<file path="src/rtl/pc_sequencer.sv">
// rtl/pc_sequencer.sv - fetch-side PC/pipeline-register sequencer (boot, redirect arbitration, debug halt)
// Optional performance counters are built only when PERF_CNT_EN is defined.
module pc_sequencer #(
    parameter logic [63:0] RESET_VECTOR = 64'h0,
    parameter int          BOOT_WAIT    = 2,
    parameter int          DRAIN_CYCLES = 3
) (
    input  logic        CLk,
    input  logic        REset,
    input  logic        StallReq,
    input  logic        BrTaken,
    input  logic [63:0] BrTarget,
    input  logic        JmpReq,
    input  logic [63:0] JmpTarget,
    input  logic        HaltReq,
    input  logic        ResumeReq,
    output logic        PCWRite,
    output logic        JUmp,
    output logic [63:0] NEwPC,
    output logic        IFIDWrite,
    output logic        IFIDFlush,
    output logic        IDEXFlush,
    output logic        Halted,
    output logic [31:0] StallCount,
    output logic [31:0] RedirectCount
);

    typedef enum logic [1:0] {
        ST_BOOT,
        ST_RUN,
        ST_DRAIN,
        ST_HALTED
    } state_t;

    localparam logic [15:0] BOOT_LOAD  = 16'(BOOT_WAIT);
    localparam logic [15:0] DRAIN_LOAD = 16'(DRAIN_CYCLES);

    state_t      state_q;
    logic [15:0] cnt_q;
    logic        stall_hit;

    // The shared counter expires on the edge where it steps from 1 to 0.
    always_ff @(posedge CLk) begin
        if (!REset) begin
            state_q <= ST_BOOT;
            cnt_q   <= BOOT_LOAD;
        end else begin
            case (state_q)
                ST_BOOT: begin
                    if (cnt_q != 16'd0) begin
                        cnt_q <= cnt_q - 16'd1;
                    end
                    if (cnt_q <= 16'd1) begin
                        state_q <= ST_RUN;
                    end
                end
                ST_RUN: begin
                    if (HaltReq) begin
                        state_q <= ST_DRAIN;
                        cnt_q   <= DRAIN_LOAD;
                    end
                end
                ST_DRAIN: begin
                    if (cnt_q != 16'd0) begin
                        cnt_q <= cnt_q - 16'd1;
                    end
                    if (cnt_q <= 16'd1) begin
                        state_q <= ST_HALTED;
                    end
                end
                ST_HALTED: begin
                    if (ResumeReq && !HaltReq) begin
                        state_q <= ST_RUN;
                    end
                end
                default: begin
                    state_q <= ST_BOOT;
                    cnt_q   <= BOOT_LOAD;
                end
            endcase
        end
    end

    // Mealy decode: reset forces the boot values even before the first edge.
    always_comb begin
        PCWRite   = 1'b0;
        JUmp      = 1'b0;
        NEwPC     = 64'h0;
        IFIDWrite = 1'b0;
        IFIDFlush = 1'b0;
        IDEXFlush = 1'b0;
        Halted    = 1'b0;
        stall_hit = 1'b0;
        if (!REset || state_q == ST_BOOT) begin
            JUmp      = 1'b1;
            NEwPC     = RESET_VECTOR;
            IFIDFlush = 1'b1;
            IDEXFlush = 1'b1;
        end else begin
            case (state_q)
                ST_RUN: begin
                    stall_hit = StallReq && !BrTaken;
                    if (BrTaken) begin
                        JUmp      = 1'b1;
                        NEwPC     = BrTarget;
                        IFIDFlush = 1'b1;
                        IDEXFlush = 1'b1;
                    end else if (JmpReq) begin
                        JUmp      = 1'b1;
                        NEwPC     = JmpTarget;
                        IFIDFlush = 1'b1;
                    end else if (StallReq) begin
                        IDEXFlush = 1'b1;
                    end else begin
                        PCWRite   = 1'b1;
                        IFIDWrite = 1'b1;
                    end
                end
                ST_DRAIN: begin
                    IFIDFlush = 1'b1;
                    stall_hit = StallReq && !BrTaken;
                    if (BrTaken) begin
                        JUmp      = 1'b1;
                        NEwPC     = BrTarget;
                        IDEXFlush = 1'b1;
                    end else if (JmpReq) begin
                        JUmp  = 1'b1;
                        NEwPC = JmpTarget;
                    end
                    if (stall_hit) begin
                        IDEXFlush = 1'b1;
                    end
                end
                ST_HALTED: begin
                    Halted    = 1'b1;
                    IFIDFlush = 1'b1;
                end
                default: begin
                    JUmp      = 1'b1;
                    NEwPC     = RESET_VECTOR;
                    IFIDFlush = 1'b1;
                    IDEXFlush = 1'b1;
                end
            endcase
        end
    end

`ifdef PERF_CNT_EN
    logic [31:0] stall_cnt_q;
    logic [31:0] redirect_cnt_q;

    always_ff @(posedge CLk) begin
        if (!REset) begin
            stall_cnt_q    <= 32'h0;
            redirect_cnt_q <= 32'h0;
        end else begin
            if (stall_hit && stall_cnt_q != 32'hFFFF_FFFF) begin
                stall_cnt_q <= stall_cnt_q + 32'd1;
            end
            if (JUmp && state_q != ST_BOOT && redirect_cnt_q != 32'hFFFF_FFFF) begin
                redirect_cnt_q <= redirect_cnt_q + 32'd1;
            end
        end
    end

    assign StallCount    = REset ? stall_cnt_q : 32'h0;
    assign RedirectCount = REset ? redirect_cnt_q : 32'h0;
`else
    logic unused_stall_hit;
    assign unused_stall_hit = stall_hit;
    assign StallCount       = 32'h0;
    assign RedirectCount    = 32'h0;
`endif

endmodule
</file>
<file path="config.mk">
export PLATFORM = sky130hd
export DESIGN_NAME = pc_sequencer
export DESIGN_NICKNAME = d
export VERILOG_FILES = /design/src/rtl/pc_sequencer.sv
export SDC_FILE = /design/constraint.sdc
export NUM_CORES = 1
export LEC_CHECK = 0
export CORE_AREA = 2 2 106 108
export DETAILED_ROUTE_END_ITERATION = 7
export DIE_AREA = 0 0 108 110
export DONT_BUFFER_PORTS = 1
export PLACE_DENSITY = 0.37
export SLEW_MARGIN = 10
export SYNTH_ARGS = -nofsm -noshare
export SYNTH_HDL_FRONTEND = slang
export SYNTH_SLANG_ARGS = --single-unit
</file>
<file path="constraint.sdc">
create_clock -name CLk -period 6.46 [get_ports CLk]
set_input_delay 0.323 -clock CLk [delete_from_list [all_inputs] [get_ports CLk]]
set_output_delay 0.323 -clock CLk [all_outputs]
set_load 0.03 [all_outputs]
</file>
==> impl_results.md, run 1 <==
- Worst-Skew Late Latency: 0.26 ns
- Crit-path slowest cell: nor2_1
- Least-Margin Pin Slew: 1.118 ns
- #FFs+latches synth: 18
- Post-Route WL: 9016 um
- Clock share of power: 9.4%
- Hold path depth: 2
- CTS tree: built
- Pint: 393.7 uW
- Hold endpoint: cnt_q[0]$_SDFFE_PN0P_
- Setup Viol. Count Final: 0
- Syn. warnings: 0
- Crit. End Element: primary output
- Die ar.: 11880 um2
- Initial core utilization: 22.92%
- Async set or reset register ratio after synthesis: 0%
- Initial antenna violation count: 0
- Cts repair resizes: 0
- Root Driver: clkbuf_8
- Fill cell count: 1181
- Buffers on Ports: 0
- Critical Path AT: 2.81 ns
- Nets: 481
- Worst slew margin: 25.19%
- CP Cell Sequence: inv_1 > ha_1 > nor2b_1 > nand2_2 > nor2_1
- Hold Startpoint: REset
- Post-Syn Area per Cell: 6.869 um2
- PwrDens: 360.4 nW/um2
- R2R cell count: 7
- NetSw: between 400 and 500 uW
- Cells after DPL: between 400 and 500
- Worst-path fanout max: 65
- DRC: 0
- FF-to-FF End: cnt_q[5]$_SDFFE_PN0P_
- Max_cap viols: 0
- Hpwl dp: 7668 um
- Nature of the critical path startpoint: flip-flop
- Vias/cell: 4.996
- Fin. max-slew vios: 0
- RSZ-0062 raised after global routing: false
- Setup slack, reg-to-reg: 3.92 ns
- Clock skew: 0.004676 ns
- Gpl congestion: 0.8096
- CP Class: flip-flop to primary output
- Post-Synthesis Cells: 357
- Leak: 0.8815 nW
- Num ports: 269
- Final period utilization: 48.55%
- CORE AREA: 10700 um2
- Sequential share of power: 25.9%
- Endpoints failing hold: 0
- Hold_buf cts: 0
- Net Sw Frac: 53.59%
- Ys flop type: dfxtp_1
- Max IR drop VDD: 0.09585 mV
- Synth Cell Area: 2452 um2
- Detailed router's first-iteration violation count: 176
- Post-CTS setup buffer count: 0
- Finished Layout Cells: around 480
- Status: complete, no violations
- Sequential share of the synthesized area: 14.69%
- CP startpoint: state_q[0]$_SDFFE_PN0P_
- DRT antenna net count: 0
- CTS Buf Count: 3
- Final TNS setup: 0 ns
- Synth cell types: 41
- Overall global routing resource usage: 13.02%
- Fmax: 0.3188 GHz
- First-pass GRT wire length: 11400 um
- Hold/Removal Path Class: input port to flip-flop
- Required @ worst endpoint: roughly 6.1 ns
- Die X: 108 um
- Vias in the first global route: ~1900
- WL/cell: 18.90 um
- EDFF count, synth: 0
- Die height: around 110 um
- Fin crit period: 3.137 ns
- # rows: 38
- Clock buffer depth: 2
- Diodes inserted: 0
- H-Tree Depth: 1
- Via Count: 2383
- Clk slew on worst S/H paths: 0.07 ns
- Largest net degree at the start of global routing: 69
- Storage cell area: 360.3 um2
- 1st-pass router iterations: 5
- Fin area: around 2400 um2
- Share of cells above drive strength 1: 5.638%
- CP max stage delay: 0.82 ns
- Worst hold slack: 0.1852 ns
- Total power: ~850 uW
- CTS sink cnt: 18
- Comb power frac: between 60 and 70%
- Total global routing overflow: 0
- RR Startpoint: cnt_q[0]$_SDFFE_PN0P_
- P&R area growth vs syn: -4.030%
- Dpl cell area: between 2000 and 2500 um2
- Multi-input logic area: 1719 um2
[cell usage after synthesis, types with 2 or more instances]
cell type	number	area, um2
or4_2	2	17.52
or4_4	3	33.78
inv_1	8	30.03
buf_4	65	488.0
nand2b_1	4	25.02
nor2_1	82	307.8
dfxtp_1	18	360.4
a22oi_1	63	473.0
buf_6	2	22.52
nand3_1	5	25.02
mux2i_1	2	20.02
o31ai_1	3	22.52
o21ai_0	3	15.01
nor3_1	4	20.02
nor4b_1	2	17.52
nor2b_1	3	18.77
or3_1	3	18.77
nor4_1	8	50.05
a21oi_2	3	26.28
clkbuf_1	18	67.56
ha_1	7	87.58
a21oi_1	6	30.03
xnor2_1	7	61.31
nand4_1	4	25.02
buf_1	3	11.26
nand2_1	14	52.55
[worst max-delay path: cells and delay by family, from the launching register on]
| family | cells | cell delay [ns] |
|---|---|---|
| adder cells (fa/ha/maj) | 1 | 0.23 |
| buffers and inverters | 1 | 0.10 |
| flip-flops | 1 | 0.47 |
| AND/OR/NAND/NOR | 3 | 1.69 |
[state kept, by name, summed over array words and instances (netlist names)]
| register | flops |
|---|---|
| cnt_q | 16 |
| state_q | 2 |
[final cells by class]
class / instances / area share, %
Inverter: 8 / 1.276
Tap cell: 140 / 7.443
Clock buffer: 3 / 1.754
Sequential cell: 18 / 15.31
Timing Repair Buffer: 2 / 1.170
Multi-Input combinational cell: 306 / 73.05
[metal layers]
layer / GRT usage, % / up-vias / part of all wire (%)
met5: 0 / - / 0
met4: 4.579 / 0 / 2.3
met3: 2.352 / 13 / 7.4
met2: 20.40 / 160 / 49
met1: 17.94 / 1109 / 42
li1: - / 1101 / -
[cell usage in the layout (no fill, tap or decap), types with 4 or more instances in the layout]
| master | synthesis | routed |
|---|---|---|
| xnor2_1 | 7 | 7 |
| a21oi_1 | 6 | 6 |
| inv_1 | 8 | 8 |
| ha_1 | 7 | 7 |
| conb_1 | 1 | 64 |
| nand4_1 | 4 | 4 |
| dfxtp_1 | 18 | 18 |
| nand2_1 | 14 | 13 |
| nor4_1 | 8 | 8 |
| nor2_1 | 82 | 82 |
| nor3_1 | 4 | 4 |
| a22oi_1 | 63 | 63 |
| nand2b_1 | 4 | 4 |
| nand3_1 | 5 | 5 |
[logic make-up after synthesis]
logic type | synth area share (%)
and+or+nand+nor | 27.25
buffers and inverters | 25.25
xor gates and xnor gates | 2.500
AOI/OAI and AO/OA | 25.77
other | 0.1529
muxes | 0.8164
DFF | 14.69
adders and majority gates | 3.571
[worst max path at each step]
stage	endpoint	slack, ns	cells after the start
after CTS	NEwPC[61]	3.30	5
after global routing	NEwPC[63]	3.03	5
after floorplan	PCWRite	4.15	6
after detailed placement	NEwPC[61]	3.59	5
after global placement	NEwPC[61]	3.64	5
final	NEwPC[61]	3.32	5
[stage by stage]
step                      utilization, %  setup WS [ns]
after floorplan                        -          4.148
after global placement             21.43          3.644
after detailed placement           21.43          3.587
after CTS                          21.81          3.296
after global routing               22.00          3.028
final                              22.00          3.323
[power groups by stage]
| stage | registers [mW] | clock network (mW) | logic, mW |
|---|---|---|---|
| after floorplan | 0.205 | 0 | 0.504 |
| after CTS | 0.219 | 0.0825 | 0.551 |
| after global routing | 0.232 | 0.0876 | 0.612 |
| after detailed placement | 0.222 | 0 | 0.549 |
| after global placement | 0.224 | 0 | 0.552 |
| final | 0.220 | 0.0793 | 0.549 |
Note: power is estimated with default switching activity, not from simulation.
==> run 2, diff against run 1 <==
==> constraint.sdc (replaced) <==
create_clock -name CLk -period 3.3 [get_ports CLk]
set_input_delay 0.165 -clock CLk [delete_from_list [all_inputs] [get_ports CLk]]
set_output_delay 0.165 -clock CLk [all_outputs]
set_load 0.03 [all_outputs]
==> run 2 against run 1 <==
  * Highest routed layer unchanged
  * Worst setup slack got worse by 2.8 ns
  * Cell count increased by 2.1%
  * Sequential share of layout area decreased by 0.34 points
  * Critical path type unchanged
  * Non-clock buffer count increased by 6
  * Sequential power increased by 99%
  * Combinational power increased by 99%
  * Clock skew increased by 0.0030 ns
  * Flip-flop and latch count unchanged
  * Via count increased by 0.88%
  * Clock-buffer cell count increased by 1
  * Worst hold slack got worse by 0.15 ns
  * Largest cell class unchanged
==> impl_results.md, run 2 (synthesized netlist as in run 1, its figures left out) <==
- Status: complete, no violations (unchanged)
- RSZ-0062 raised after global routing: false (unchanged)
- Vias/cell: 4.936 (was 4.996)
- Sequential share of power: 25.6% (was 25.9%)
- WL/cell: 18.46 um (was 18.90 um)
- Initial antenna violation count: 2 (was 0)
- Fin area: 2407 um2 (was 2354 um2)
- Hold path depth: 2 (unchanged)
- Least-Margin Pin Slew: 0.9626 ns (was 1.118 ns)
- DRC: 0 (unchanged)
- Endpoints failing hold: 0 (unchanged)
- Setup Viol. Count Final: 0 (unchanged)
- Clk slew on worst S/H paths: 0.07 ns (about the same)
- P&R area growth vs syn: -1.837% (was -4.030%)
- Fin. max-slew vios: 0 (unchanged)
- CTS sink cnt: 18 (unchanged)
- Required @ worst endpoint: 3.13 ns (was 6.14 ns)
- Fin crit period: 2.757 ns
- Hpwl dp: 7740 um (was 7668 um)
- Via Count: 2404 (was 2383)
- CORE AREA: 10700 um2 (unchanged)
- FF-to-FF End: cnt_q[1]$_SDFFE_PN1P_ (was cnt_q[5]$_SDFFE_PN0P_)
- Pint: 807.2 uW (was 393.7 uW)
- Post-Route WL: 8992 um (was 9016 um)
- Setup slack, reg-to-reg: 0.89 ns (was 3.92 ns)
- Max_cap viols: 0 (unchanged)
- Crit. End Element: primary output (unchanged)
- Total global routing overflow: 0 (unchanged)
- Crit-path slowest cell: nor2_1 (unchanged)
- Root Driver: clkbuf_8 (unchanged)
- Overall global routing resource usage: 12.96% (was 13.02%)
- Nature of the critical path startpoint: flip-flop (unchanged)
- CTS tree: built (unchanged)
- CP max stage delay: 0.54 ns (was 0.82 ns)
- Dpl cell area: 2345 um2 (was 2292 um2)
- Worst setup margin: 0.5433 ns (was 3.323 ns)
- CP delay by family, top: simple AND/OR/NAND/NOR gates (unchanged)
- Gpl congestion: 0.8152 (was 0.8096)
- Worst-Skew Late Latency: 0.26 ns (about the same)
- Final TNS setup: 0 ns (unchanged)
- # rows: 38 (unchanged)
- Worst slew margin: 35.15% (was 25.19%)
- Hold Startpoint: REset (unchanged)
- Max IR drop VDD: 0.1494 mV (was 0.09585 mV)
- Detailed router's first-iteration violation count: 163 (was 176)
- Vias in the first global route: 1907 (was 1873)
- Comb power frac: 63.8% (was 64.7%)
- Clock buffer depth: 2 (unchanged)
- Hold/Removal Path Class: input port to flip-flop (unchanged)
- Largest net degree at the start of global routing: 69 (unchanged)
- Post-CTS setup buffer count: 0 (unchanged)
- Hold endpoint: cnt_q[0]$_SDFFE_PN0P_ (unchanged)
- First-pass GRT wire length: 11460 um (was 11400 um)
- PwrDens: 709.8 nW/um2 (was 360.4 nW/um2)
- Commonest non-fill, non-tap cell in the layout: nor2_1 (unchanged)
- Buffers on Ports: 0 (unchanged)
- Initial core utilization: 22.92% (unchanged)
- CP Class: flip-flop to primary output (unchanged)
- Die height: 110 um (unchanged)
- CTS Buf Count: 3 (unchanged)
- Num ports: 269 (unchanged)
- Bufs and invs on worst path: 2 (was 1)
- Total power: 1.709 mW (was 848.3 uW)
- H-Tree Depth: 1 (unchanged)
- Hold_buf cts: 0 (unchanged)
- R2R cell count: 7 (unchanged)
- Critical Path AT: 2.59 ns (was 2.81 ns)
- 1st-pass router iterations: 4 (was 5)
- Clock skew: 0.007630 ns (was 0.004676 ns)
- Fmax: 0.3628 GHz
- Die ar.: 11880 um2 (unchanged)
- NetSw: 901.5 uW (was 454.6 uW)
- Final period utilization: 83.54%
- Nets: 487 (was 481)
- Clock share of power: 10.7% (was 9.4%)
- Share of cells above drive strength 1: 7.558% (was 5.638%)
- Largest register FFs: 16 (unchanged)
- Worst slack, placed: 0.8345 ns (was 3.587 ns)
- CP Cell Sequence: inv_1 > ha_1 > nor2b_1 > nand2_2 > buf_4 > nor2_1 (was inv_1 > ha_1 > nor2b_1 > nand2_2 > nor2_1)
- Die X: 108 um (unchanged)
- Worst-path fanout max: 42 (was 65)
- Cts repair resizes: 0 (unchanged)
- RR Startpoint: cnt_q[0]$_SDFFE_PN0P_ (unchanged)
- Largest registers: cnt_q: 16 flops, state_q: 2 flops (unchanged)
- Net Sw Frac: 52.76% (was 53.59%)
- Biggest register: cnt_q (unchanged)
- DRT antenna net count: 0 (unchanged)
- Commonest cells after routing, fill and taps aside: nor2_1, conb_1, a22oi_1 (unchanged)
- Leak: 0.9151 nW (was 0.8815 nW)
-- run 2: final cells by class --
cell class              count  area, um2
clock buffers               4      55.05
fillers                  1200       8290
inverters                   8      30.03
repair buffers              8      60.06
diodes                      3      7.507
flip-flops and latches     18      360.3
well taps                 140      175.2
multi-input cells         306       1719
-- run 2: power groups by stage --
stage | clock network (mW) | registers [mW] | logic [mW]
after CTS | 0.188 | 0.436 | 1.10
after detailed placement | 0 | 0.441 | 1.09
after global routing | 0.196 | 0.454 | 1.21
after global placement | 0 | 0.440 | 1.10
after floorplan | 0 | 0.402 | 0.987
final | 0.183 | 0.437 | 1.09
-- run 2: worst max path at each step --
stage	slack, ns	depth (start not counted)	start	to
final	0.54	6	state_q[0]$_SDFFE_PN0P_	NEwPC[25]
after global routing	0.35	6	state_q[0]$_SDFFE_PN0P_	NEwPC[25]
after detailed placement	0.83	6	state_q[0]$_SDFFE_PN0P_	NEwPC[25]
after floorplan	1.12	7	cnt_q[0]$_SDFFE_PN0P_	cnt_q[1]$_SDFFE_PN1P_
after CTS	0.54	6	state_q[0]$_SDFFE_PN0P_	NEwPC[25]
after global placement	0.90	6	state_q[0]$_SDFFE_PN0P_	NEwPC[40]
-- run 2: stage by stage --
stage	utilization [%]	hold WS, ns	cells
2_1_floorplan	-	0.4245	420
3_3_place_gp	21.92	0.3074	480
3_5_place_dp	21.92	0.3087	480
4_1_cts	22.43	0.02922	484
5_1_grt	22.48	0.04509	486
6_report	22.50	0.03251	487
-- run 2: metal layers --
metal | wire length, um | vias up | global-route usage, %
met3 | 736 | 8 | 1.822
met5 | 0 | - | 0
met4 | 186 | 0 | 4.212
met1 | 3712 | 1127 | 18.10
li1 | - | 1118 | -
met2 | 4356 | 151 | 20.53
==> run 3, diff against run 2 <==
--- a/config.mk
+++ b/config.mk
@@ -9,7 +9,7 @@
 export DETAILED_ROUTE_END_ITERATION = 7
 export DIE_AREA = 0 0 108 110
 export DONT_BUFFER_PORTS = 1
-export PLACE_DENSITY = 0.37
+export PLACE_DENSITY = 0.38
 export SLEW_MARGIN = 10
 export SYNTH_ARGS = -nofsm -noshare
 export SYNTH_HDL_FRONTEND = slang
==> constraint.sdc (replaced) <==
create_clock -name CLk -period 2.39 [get_ports CLk]
set_input_delay 0.1195 -clock CLk [delete_from_list [all_inputs] [get_ports CLk]]
set_output_delay 0.1195 -clock CLk [all_outputs]
set_load 0.03 [all_outputs]
==> run 3 against run 2 <==
  * Critical path depth up 2
  * Sequential share of layout area shrank 2.5 points
  * Worst setup slack worse by 0.43 ns
  * Routed wire length decreased by 1.0%
  * Sequential power rose by 35%
  * Clock skew fell by 0.0023 ns
  * Design area increased by 21%
  * Core utilization rose by 4.7 points
  * Critical path type is now flip-flop to flip-flop
==> impl_results.md, run 3 (synthesized netlist as in run 1, its figures left out) <==
- Final period utilization: 95.31%
- CTS tree: built (unchanged)
- Worst slack, placed: 0.09905 ns (was 0.8345 ns)
- Fin area: 2908 um2 (was 2407 um2)
- Initial antenna violation count: 0 (was 2)
- Final TNS setup: 0 ns (unchanged)
- Bufs and invs on worst path: 2 (unchanged)
- Fill cell count: 1190 (was 1200)
- Vias/cell: 4.611 (was 4.936)
- Worst-Skew Late Latency: 0.25 ns (was 0.26 ns)
- Hold path depth: 2 (unchanged)
- Comb power frac: 66.4% (was 63.8%)
- Biggest register: cnt_q (unchanged)
- Net Sw Frac: 51.19% (was 52.76%)
- Root Driver: clkbuf_8 (unchanged)
- Sequential share of power: 23.6% (was 25.6%)
- H-Tree Depth: 1 (unchanged)
- Storage cell area: 361.6 um2 (was 360.3 um2)
- Die ar.: 11880 um2 (unchanged)
- Pint: 1.225 mW (was 807.2 uW)
- 1st-pass router iterations: 4 (unchanged)
- Total power: 2.509 mW (was 1.709 mW)
- Gpl congestion: 0.8092 (was 0.8152)
- CTS Buf Count: 3 (unchanged)
- Required @ worst endpoint: 2.58 ns (was 3.13 ns)
- WL/cell: 16.18 um (was 18.46 um)
- Via Count: 2536 (was 2404)
- Hold endpoint: state_q[0]$_SDFFE_PN0P_ (was cnt_q[0]$_SDFFE_PN0P_)
- Commonest cells after routing, fill and taps aside: nor2_1, buf_4, conb_1 (was nor2_1, conb_1, a22oi_1)
- Initial core utilization: 22.92% (unchanged)
- Largest net degree at the start of global routing: 69 (unchanged)
- Endpoints failing hold: 0 (unchanged)
- Hold Startpoint: REset (unchanged)
- Fin crit period: 2.278 ns
- DRT antenna net count: 0 (unchanged)
- Post-CTS setup buffer count: 0 (unchanged)
- Worst setup margin: 0.1122 ns (was 0.5433 ns)
- Die X: 108 um (unchanged)
- FF-to-FF End: cnt_q[2]$_SDFFE_PN0P_ (was cnt_q[1]$_SDFFE_PN1P_)
- Diodes inserted: 0 (was 3)
- Buffers on Ports: 0 (unchanged)
- Max_cap viols: 0 (unchanged)
- Clock skew: 0.005291 ns (was 0.007630 ns)
- First-pass GRT wire length: 11560 um (was 11460 um)
- NetSw: 1.285 mW (was 901.5 uW)
- Nature of the critical path startpoint: flip-flop (unchanged)
- Detailed router's first-iteration violation count: 141 (was 163)
- Largest registers: cnt_q: 16 flops, state_q: 2 flops (unchanged)
- Crit-path slowest cell: or4_4 (was nor2_1)
- Crit. End Element: flip-flop (was primary output)
- Worst hold slack: 0.007930 ns (was 0.03251 ns)
- Hold/Removal Path Class: input port to flip-flop (unchanged)
- Finished Layout Cells: 550 (was 487)
- Vias in the first global route: 2083 (was 1907)
- CP delay by family, top: simple AND/OR/NAND/NOR gates (unchanged)
- CP Class: flip-flop to flip-flop (was flip-flop to primary output)
- R2R cell count: 8 (was 7)
- Nets: 553 (was 487)
- CORE AREA: 10700 um2 (unchanged)
- Max IR drop VDD: 0.3017 mV (was 0.1494 mV)
- Leak: 1.280 nW (was 0.9151 nW)
- Status: complete, no violations (unchanged)
- # rows: 38 (unchanged)
- Post-Route WL: 8898 um (was 8992 um)
- Least-Margin Pin Slew: 0.6088 ns (was 0.9626 ns)
- Fin. max-slew vios: 0 (unchanged)
- Hpwl dp: 7513 um (was 7740 um)
- PwrDens: 863.0 nW/um2 (was 709.8 nW/um2)
- Clk slew on worst S/H paths: 0.07 ns (about the same)
- Dpl cell area: 2833 um2 (was 2345 um2)
- Multi-input logic area: 1728 um2 (was 1719 um2)
- P&R area growth vs syn: 18.57% (was -1.837%)
- Post-layout util: 27.18% (was 22.50%)
- RSZ-0062 raised after global routing: false (unchanged)
- Critical Path AT: 2.46 ns (was 2.59 ns)
- Overall global routing resource usage: 12.64% (was 12.96%)
- Total global routing overflow: 0 (unchanged)
- CTS sink cnt: 18 (unchanged)
- Setup slack, reg-to-reg: 0.11 ns (was 0.89 ns)
- Num ports: 269 (unchanged)
- Die height: 110 um (unchanged)
- CP max stage delay: 0.56 ns (was 0.54 ns)
- Share of cells above drive strength 1: 22.68% (was 7.558%)
- Commonest non-fill, non-tap cell in the layout: nor2_1 (unchanged)
- Setup Viol. Count Final: 0 (unchanged)
- Fmax: 0.4390 GHz
- Largest register FFs: 16 (unchanged)
- Worst slew margin: 59.41% (was 35.15%)
- CP Cell Sequence: inv_1 > ha_1 > or4b_4 > or4_4 > nand2_4 > o21ai_4 > buf_4 > a21oi_1 (was inv_1 > ha_1 > nor2b_1 > nand2_2 > buf_4 > nor2_1)
- RR Startpoint: cnt_q[0]$_SDFFE_PN0P_ (unchanged)
- Clock share of power: 10.0% (was 10.7%)
- Cells after DPL: 545 (was 480)
- Clock buffer depth: 2 (unchanged)
- DRC: 0 (unchanged)
- Worst-path fanout max: 12 (was 42)
==> run 3: changes by cell type in the layout (fill, tap and decap cells not counted), sizes merged <==
cell	previous run	this run
diode	3	0
dlygate4sd3	0	1
buf	8	73
==> run 3: worst reg2reg max path, delay by kind of cell (launching register included) <==
family | cells | cell delay, ns
buf+inv | 2 | 0.32
simple gates | 3 | 1.19
fa+ha+maj | 1 | 0.16
flops | 1 | 0.35
compound gates | 2 | 0.19
==> run 3: power groups by stage <==
stage          clock network [mW]  registers, mW  logic [mW]
2_1_floorplan                   0          0.555        1.36
3_3_place_gp                    0          0.586        1.64
3_5_place_dp                    0          0.592        1.64
4_1_cts                     0.261          0.585        1.65
5_1_grt                     0.273          0.614        1.82
6_report                    0.251          0.592        1.67
==> run 3: worst max-delay path by stage <==
| stage | startpoint | endpoint | slack, ns | depth (start not counted) |
|---|---|---|---|---|
| floorplan | cnt_q[0]$_SDFFE_PN0P_ | cnt_q[1]$_SDFFE_PN1P_ | 0.21 | 7 |
| global placement | cnt_q[0]$_SDFFE_PN0P_ | cnt_q[1]$_SDFFE_PN1P_ | 0.15 | 7 |
| detailed placement | cnt_q[0]$_SDFFE_PN0P_ | cnt_q[2]$_SDFFE_PN0P_ | 0.1 | 8 |
| CTS | state_q[0]$_SDFFE_PN0P_ | NEwPC[28] | 0.003 | 7 |
| global route | cnt_q[0]$_SDFFE_PN0P_ | cnt_q[2]$_SDFFE_PN0P_ | 0.003 | 8 |
| finish | cnt_q[0]$_SDFFE_PN0P_ | cnt_q[2]$_SDFFE_PN0P_ | 0.11 | 8 |
==> run 3: repair_timing <==
item / in CTS / in global routing
setup endpoints to repair: 0 / 67
hold buffers: 1 / 0
gates resized for setup: 0 / 3
endpoints found under the hold margin: 2 / 0
==> run 3: final cells by class <==
type,count,share of cell area (%)
Timing Repair Buffer,74,19.19
Inverter,8,1.033
Clock buffer,4,1.893
Tap cell,140,6.024
Sequential cell,18,12.44
Multi-Input combinational cell,306,59.42
==> run 3: metal layers <==
| metal | GRT usage, % | vias up | share of wire (%) |
|---|---|---|---|
| met4 | 1.648 | 0 | 0.72 |
| li1 | - | 1243 | - |
| met3 | 1.940 | 4 | 5.5 |
| met2 | 22.42 | 141 | 51 |
| met1 | 16.63 | 1148 | 43 |
| met5 | 0 | - | 0 |
